===== config.mk =====
export PLATFORM = sky130hd
export DESIGN_NAME = btn_cmd_ctrl
export DESIGN_NICKNAME = d
export VERILOG_FILES = /design/src/rtl/btn_cmd_ctrl.sv
export SDC_FILE = /design/constraint.sdc
export NUM_CORES = 1
export LEC_CHECK = 0
export ABC_CLOCK_PERIOD_IN_PS = 6700
export CORE_MARGIN = 2
export CORE_UTILIZATION = 55
export CTS_CLUSTER_SIZE = 28
export DETAILED_ROUTE_END_ITERATION = 7
export PLACE_DENSITY_LB_ADDON = 0.25
export SLEW_MARGIN = 10
export SYNTH_ARGS = -nofsm -noshare
export SYNTH_HDL_FRONTEND = slang
export SYNTH_SLANG_ARGS = --single-unit

===== constraint.sdc =====
create_clock -name clk -period 6.7 [get_ports clk]
set_input_delay 1.34 -clock clk [delete_from_list [all_inputs] [get_ports clk]]
set_output_delay 1.34 -clock clk [all_outputs]
set_load 0.03 [all_outputs]

===== src/rtl/btn_cmd_ctrl.sv =====
// Pushbutton front end: synchronize and debounce three active-low buttons, then
// emit press/release/auto-repeat strobes plus a latched mode code and step strobe.
module btn_cmd_ctrl #(
  parameter int CLOCK_MHZ       = 50,
  parameter int US_PER_MS       = 1000,
  parameter int DEBOUNCE_MS     = 10,
  parameter int REPEAT_DELAY_MS = 500,
  parameter int REPEAT_RATE_MS  = 100
) (
  input  logic       clk,
  input  logic       swch1,
  input  logic       btn0,
  input  logic       btn1,
  input  logic       btn2,
  output logic [2:0] btn_state,
  output logic [2:0] press_pulse,
  output logic [2:0] release_pulse,
  output logic [2:0] repeat_pulse,
  output logic [1:0] mode,
  output logic       step
);

  localparam int US_W   = $clog2(CLOCK_MHZ + 1);
  localparam int MS_W   = $clog2(US_PER_MS + 1);
  localparam int HOLD_W = $clog2(REPEAT_DELAY_MS + 1);
  localparam int RATE_W = $clog2(REPEAT_RATE_MS + 1);

  typedef enum logic [1:0] {RELEASED, PRESS_DEB, PRESSED, RELEASE_DEB} deb_state_t;

  logic [US_W-1:0] us_cnt_reg;
  logic [MS_W-1:0] ms_cnt_reg;
  logic            us_tick_reg;
  logic            ms_tick_reg;
  logic [2:0]      sync1_reg;
  logic [2:0]      sync2_reg;
  logic [1:0]      mode_reg;
  logic [1:0]      mode_next;
  logic            step_reg;
  logic            step_next;
  logic [2:0]      mode_sel;

  always_ff @(posedge clk) begin
    if (swch1) begin
      us_cnt_reg  <= '0;
      ms_cnt_reg  <= '0;
      us_tick_reg <= 1'b0;
      ms_tick_reg <= 1'b0;
      sync1_reg   <= '0;
      sync2_reg   <= '0;
    end else begin
      us_tick_reg <= 1'b0;
      ms_tick_reg <= 1'b0;
      if (us_cnt_reg == US_W'(CLOCK_MHZ - 1)) begin
        us_cnt_reg  <= '0;
        us_tick_reg <= 1'b1;
      end else begin
        us_cnt_reg <= us_cnt_reg + US_W'(1);
      end
      if (us_tick_reg) begin
        if (ms_cnt_reg == MS_W'(US_PER_MS - 1)) begin
          ms_cnt_reg  <= '0;
          ms_tick_reg <= 1'b1;
        end else begin
          ms_cnt_reg <= ms_cnt_reg + MS_W'(1);
        end
      end
      sync1_reg <= ~{btn2, btn1, btn0};
      sync2_reg <= sync1_reg;
    end
  end

  genvar gi;
  generate
    for (gi = 0; gi < 3; gi++) begin : g_btn
      deb_state_t        state_reg, state_next;
      logic [7:0]        deb_cnt_reg, deb_cnt_next;
      logic [HOLD_W-1:0] hold_cnt_reg, hold_cnt_next;
      logic [RATE_W-1:0] rate_cnt_reg, rate_cnt_next;
      logic              press_reg, press_next;
      logic              release_reg, release_next;
      logic              repeat_reg, repeat_next;
      logic              sync;

      assign sync = sync2_reg[gi];

      always_comb begin
        state_next    = state_reg;
        deb_cnt_next  = deb_cnt_reg;
        hold_cnt_next = hold_cnt_reg;
        rate_cnt_next = rate_cnt_reg;
        press_next    = 1'b0;
        release_next  = 1'b0;
        repeat_next   = 1'b0;
        case (state_reg)
          RELEASED: begin
            if (sync) begin
              state_next   = PRESS_DEB;
              deb_cnt_next = '0;
            end
          end
          PRESS_DEB: begin
            if (!sync) begin
              state_next = RELEASED;
            end else if (ms_tick_reg) begin
              if (deb_cnt_reg == 8'(DEBOUNCE_MS - 1)) begin
                state_next    = PRESSED;
                press_next    = 1'b1;
                hold_cnt_next = '0;
                rate_cnt_next = '0;
              end else begin
                deb_cnt_next = deb_cnt_reg + 8'd1;
              end
            end
          end
          PRESSED: begin
            if (!sync) begin
              state_next   = RELEASE_DEB;
              deb_cnt_next = '0;
            end else if (ms_tick_reg) begin
              // hold_cnt parks at the delay; rate_cnt then paces the repeats
              if (hold_cnt_reg != HOLD_W'(REPEAT_DELAY_MS)) begin
                hold_cnt_next = hold_cnt_reg + HOLD_W'(1);
                repeat_next   = (hold_cnt_reg == HOLD_W'(REPEAT_DELAY_MS - 1));
              end else if (rate_cnt_reg == RATE_W'(REPEAT_RATE_MS - 1)) begin
                rate_cnt_next = '0;
                repeat_next   = 1'b1;
              end else begin
                rate_cnt_next = rate_cnt_reg + RATE_W'(1);
              end
            end
          end
          RELEASE_DEB: begin
            if (sync) begin
              state_next = PRESSED;
            end else if (ms_tick_reg) begin
              if (deb_cnt_reg == 8'(DEBOUNCE_MS - 1)) begin
                state_next   = RELEASED;
                release_next = 1'b1;
              end else begin
                deb_cnt_next = deb_cnt_reg + 8'd1;
              end
            end
          end
          default: state_next = RELEASED;
        endcase
      end

      always_ff @(posedge clk) begin
        if (swch1) begin
          state_reg    <= RELEASED;
          deb_cnt_reg  <= '0;
          hold_cnt_reg <= '0;
          rate_cnt_reg <= '0;
          press_reg    <= 1'b0;
          release_reg  <= 1'b0;
          repeat_reg   <= 1'b0;
        end else begin
          state_reg    <= state_next;
          deb_cnt_reg  <= deb_cnt_next;
          hold_cnt_reg <= hold_cnt_next;
          rate_cnt_reg <= rate_cnt_next;
          press_reg    <= press_next;
          release_reg  <= release_next;
          repeat_reg   <= repeat_next;
        end
      end

      assign btn_state[gi]     = (state_reg == PRESSED) || (state_reg == RELEASE_DEB);
      assign press_pulse[gi]   = press_reg;
      assign release_pulse[gi] = release_reg;
      assign repeat_pulse[gi]  = repeat_reg;
    end
  endgenerate

  // Lowest-numbered button wins when several presses land together
  always_comb begin
    mode_next = mode_reg;
    if (press_pulse[0])      mode_next = 2'd1;
    else if (press_pulse[1]) mode_next = 2'd2;
    else if (press_pulse[2]) mode_next = 2'd3;
    mode_sel  = {mode_next == 2'd3, mode_next == 2'd2, mode_next == 2'd1};
    step_next = |((press_pulse | repeat_pulse) & mode_sel);
  end

  always_ff @(posedge clk) begin
    if (swch1) begin
      mode_reg <= 2'd0;
      step_reg <= 1'b0;
    end else begin
      mode_reg <= mode_next;
      step_reg <= step_next;
    end
  end

  assign mode = mode_reg;
  assign step = step_reg;

endmodule


=== After elaboration in Yosys (flattened, before gate mapping) ===
Index checks and enable logic that the tools add are counted.

* Bitwise gates (word level): 17
* Multiplexer cells: 111
* Add/sub/neg operators: 11
* Reduce and logical (&&, ||, !) cells: 33
* Equal/unequal tests: 68

{| class="wikitable"
|+ Operators by type and width
! cell !! number
|-
| $mux 9 || 18
|-
| $mux 7 || 21
|-
| $mux 8 || 18
|-
| $pmux 8 s4 || 3
|-
| $ne 2x2->1 const B || 30
|-
| $mux 2 || 27
|-
| $pmux 9 s2 || 3
|-
| $pmux 7 s2 || 3
|-
| $reduce_and 7->1 || 6
|-
| $ne 3x3->1 const B || 12
|-
| $add 9x1->9 const B || 3
|-
| $eq 9x9->1 const B || 3
|-
| $ne 9x9->1 const B || 3
|-
| $add 8x1->8 const B || 3
|-
| $eq 8x4->1 const B || 3
|-
| $pmux 2 s4 || 3
|-
| $add 7x1->7 const B || 3
|-
| $eq 7x7->1 const B || 3
|-
| $reduce_or 3->1 || 7
|-
| $reduce_and 6->1 || 3
|-
| $eq 2x2->1 const B || 8
|-
| $mux 1 || 14
|-
| $not 1->1 || 14
|-
| $reduce_and 4->1 || 3
|-
| 14 further kinds || 26
|}

* Bits of input ports: 5
* Logic and storage cells: 269
* Output and inout port bits: 15
* Flip-flop bits (word level): 114

=== Depth between registers and ports, before layout ===
* Depth after elaboration: 6
* Mapped depth: 8
* Depth with buffers taken out: 7

=== Worst setup path after synthesis ===
Ideal clock, no wire load.

* Path type: in2reg
* From: input swch1
* To: register g_btn[1].rate_cnt_reg[6]
* Arrival: 2.389 ns
* Library setup time: 0.101 ns
* Path slack: 4.210 ns
* Buffers on the path: 1
* Data required time: 6.599 ns
* Stages on the path: 3
* Cells stage by stage: clkbuf_1 or4_1 o41ai_1

{| class="wikitable"
|+ RTL lines
! item !! RTL line !! source
|-
| from (decl) || 11 || <nowiki>input logic swch1,</nowiki>
|-
| to (signal assigned) || 161 || <nowiki>rate_cnt_reg <= rate_cnt_next;</nowiki>
|-
| to (decl) || 78 || <nowiki>logic [RATE_W-1:0] rate_cnt_reg, rate_cnt_next;</nowiki>
|}

==> impl_metrics.json <==
{
  "criticalPathCategory": "reg -> out",
  "diodes": 0,
  "async_flop_share_pct": 0,
  "cts_repair_resize_count": 0,
  "htree_levels": 4,
  "grt_use_total_pct": 22.1,
  "min_path_type": "reg -> reg",
  "crit_slowest_cell": "clkdlybuf4s50_1",
  "clock_latency_ns": 0.53,
  "die_area_sq_mm": 0.0109,
  "synth_fp_nets": 686,
  "worstPathArrival_ns": 1.80,
  "areaGrowthSynthToFinish_pct": 14.7,
  "required_ns": 5.36,
  "critPathCaptureType": "output port",
  "routedWlPerCell_um": 13.9,
  "cts_buffers": 17,
  "largest_register_ffs": 27,
  "period_share_pct": 46.9,
  "cts_buffer_depth": 2,
  "wl_um": 11400,
  "min_from": "sync1_reg[1]",
  "fp-row-count": 36,
  "tightest_slew_ns": 0.885,
  "fill_cells": 831,
  "synthXorXnorAreaFrac_pct": 4.75,
  "final_layout_size_suffix_gt1_share_pct": 6.73,
  "tritoncts": "done",
  "outcome": "completed",
  "rsz0062_at_grt": "no",
  "crit_path_start_kind": "register",
  "regArea_sq_mm": 0.00228,
  "fmax_mhz": 318,
  "synthCells": 663,
  "syn_area_sq_mm": 0.00553,
  "synthFlopType": "dfxtp_1",
  "fin_skew_ns": 0.00621,
  "vias": 4770,
  "crit_path_cell_trace": "clkdlybuf4s50_1",
  "whs_path_depth": 1,
  "fin_nets": 693,
  "finalSetupViolCount": 0,
  "gr-total-overflow": 0,
  "finalHoldViolCount": 0,
  "cpLargestDelayFamily": "buffers and inverters",
  "multi_input_area_sq_mm": 0.00302,
  "reg2reg_depth": 6,
  "synth_top_area_share_pct": 41.2,
  "drt_iter0_markers": 270,
  "hpwl_um": 7470,
  "ant_nets": 0,
  "synth_compound_area_share_pct": 14.1,
  "synth_edf_count": 0,
  "ios": 20,
  "power_density_mw_per_mm2": 259,
  "r2r_end": "g_btn[2].hold_cnt_reg[1]",
  "setup_tns_ns": 0,
  "fp.dieH_um": 104,
  "grt_pass1_vias": 4489,
  "clkSlewWorstSetupHoldPaths_ns": 0.05,
  "initial_core_util_pct": 56.6,
  "cts.sinks": 114,
  "synth_seq_cells": 114,
  "synth_simple_gate_area_share_pct": 29.6,
  "grt_pass1_wl_um": 19800,
  "synth_top_family_by_area": "simple AND/OR/NAND/NOR gates",
  "r2r-start": "g_btn[2].deb_cnt_reg[0]",
  "hold_buffers": 0,
  "antenna_found_initial": 0,
  "synthMuxAreaShare_pct": 1.97,
  "seq_area_frac_synth_pct": 41.2,
  "clockRootBuffer": "clkbuf_8",
  "maxCapViolCount": 0,
  "slowest_delay_ns": 0.74,
  "utilization_pct": 64.9,
  "die_w_um": 104,
  "synth_fa_ha_area_share_pct": 4.07,
  "path_buf_inv": 1,
  "synth_area_leaders": "dfxtp_1, nor2_1, ha_1",
  "core_sq_mm": 0.00977,
  "gp_congestion": 0.866,
  "finalMaxSlewViolations": 0,
  "drtPass1Iterations": 5,
  "ir_worst_vdd_uv": 235,
  "vias_per_cell": 5.85,
  "ys_warn_count": 0,
  "post_cts_buffers": 0,
  "leakagePower_nw": 2.18,
  "portBuffers": 19,
  "grt_max_degree": 73,
  "min_period_ns": 3.14,
  "hold_path_end": "sync2_reg[1]",
  "route.detailed.drc": 0,
  "crit_path_max_fanout": 10,
  "synth_top_area_cell": "dfxtp_1",
  "ff2ff_setup_slack_ns": 4.17,
  "maxSlewHeadroom_pct": 41.0,
  "syn_avg_cell_area_sq_um": 8.35,
  "ys_types": 61
}
-- layout by cell type (no fill, tap or decap), types with 14 or more instances in the layout --
cell type        count
nor2_1              87
a21oi_1             39
ha_1                18
inv_1               18
nand2_1             57
nand2b_1            16
nand4_1             18
dfxtp_1            114
o21ai_0             19
clkdlybuf4s50_1     18
and3_1              14
nand3_1             41
nor3_1              21
xor2_1              17
clkbuf_16           16
-- stage by stage --
stage	power (mW)	instances	hold slack [ns]	setup slack, ns	area, sq um
after floorplan	0.718	663	0.414	4.21	5530
after global placement	0.725	784	0.417	3.08	5730
after detailed placement	0.726	784	0.428	3.02	5730
after CTS	1.66	816	0.460	3.52	6350
after global routing	1.69	816	0.465	3.39	6350
final	1.65	816	0.456	3.56	6350
-- logic make-up after synthesis --
kind of cell,count (synthesis)
and+or+nand+nor,320
AOI/OAI and AO/OA,120
DFF,114
buffers and inverters,51
xor gates and xnor gates,30
adders and majority gates,18
muxes,10
-- cell usage after synthesis, types with 5 or more instances --
library cell and n:
nor4_1 8, xor2_1 17, nand2_1 57, nand3_1 41, o41ai_1 8, ha_1 18
clkbuf_1 20, inv_1 18, a31oi_1 13, nand4_1 18, nor2_1 87, a311oi_1 7
and3_1 14, nor4b_1 6, nor3_1 21, or3_1 11, a21o_1 5, mux2i_1 6
dfxtp_1 114, nand4b_1 6, o211ai_1 6, a21oi_1 39, nand2b_1 16, o21ai_0 19
buf_4 9, nor2b_1 8, xnor2_1 13, and2_1 8
-- report_power, final --
part / internal, mW / total (mW) / switching [mW] / leakage [nW]
Sequential: 0.682 / 0.686 / 0.00399 / 0.920
Clock: 0.629 / 0.934 / 0.305 / 0.307
Combinational: 0.00708 / 0.0252 / 0.0181 / 0.953
Total: 1.32 / 1.65 / 0.327 / 2.18
-- cell type report --
class                      instances  share of cell area (%)
clock buffer                      21                    7.23
sequential                       114                    36.0
timing repair buffer              20                    3.04
multi-input combinational        498                    47.5
clock inverter                    11                    2.48
tap                              133                    2.62
inverter                          19                    1.12
-- layer usage --
layer,vias up,GRT usage (%),routed length [um]
li1,2398,-,-
met1,2253,26.0,5320
met2,99,37.1,5390
met3,20,6.33,459
met4,0,10.1,204
met5,-,0,0
-- how the worst max path moves through the flow --
stage	endpoint	slack (ns)	cells past startpoint
2_1_floorplan	g_btn[1].rate_cnt_reg[6]	4.21	3
3_3_place_gp	g_btn[2].rate_cnt_reg[6]	3.08	7
3_5_place_dp	g_btn[2].rate_cnt_reg[6]	3.02	7
4_1_cts	btn_state[1]	3.52	1
5_1_grt	g_btn[0].rate_cnt_reg[2]	3.39	7
6_report	btn_state[1]	3.56	1
(Power assumes the default switching activity.)
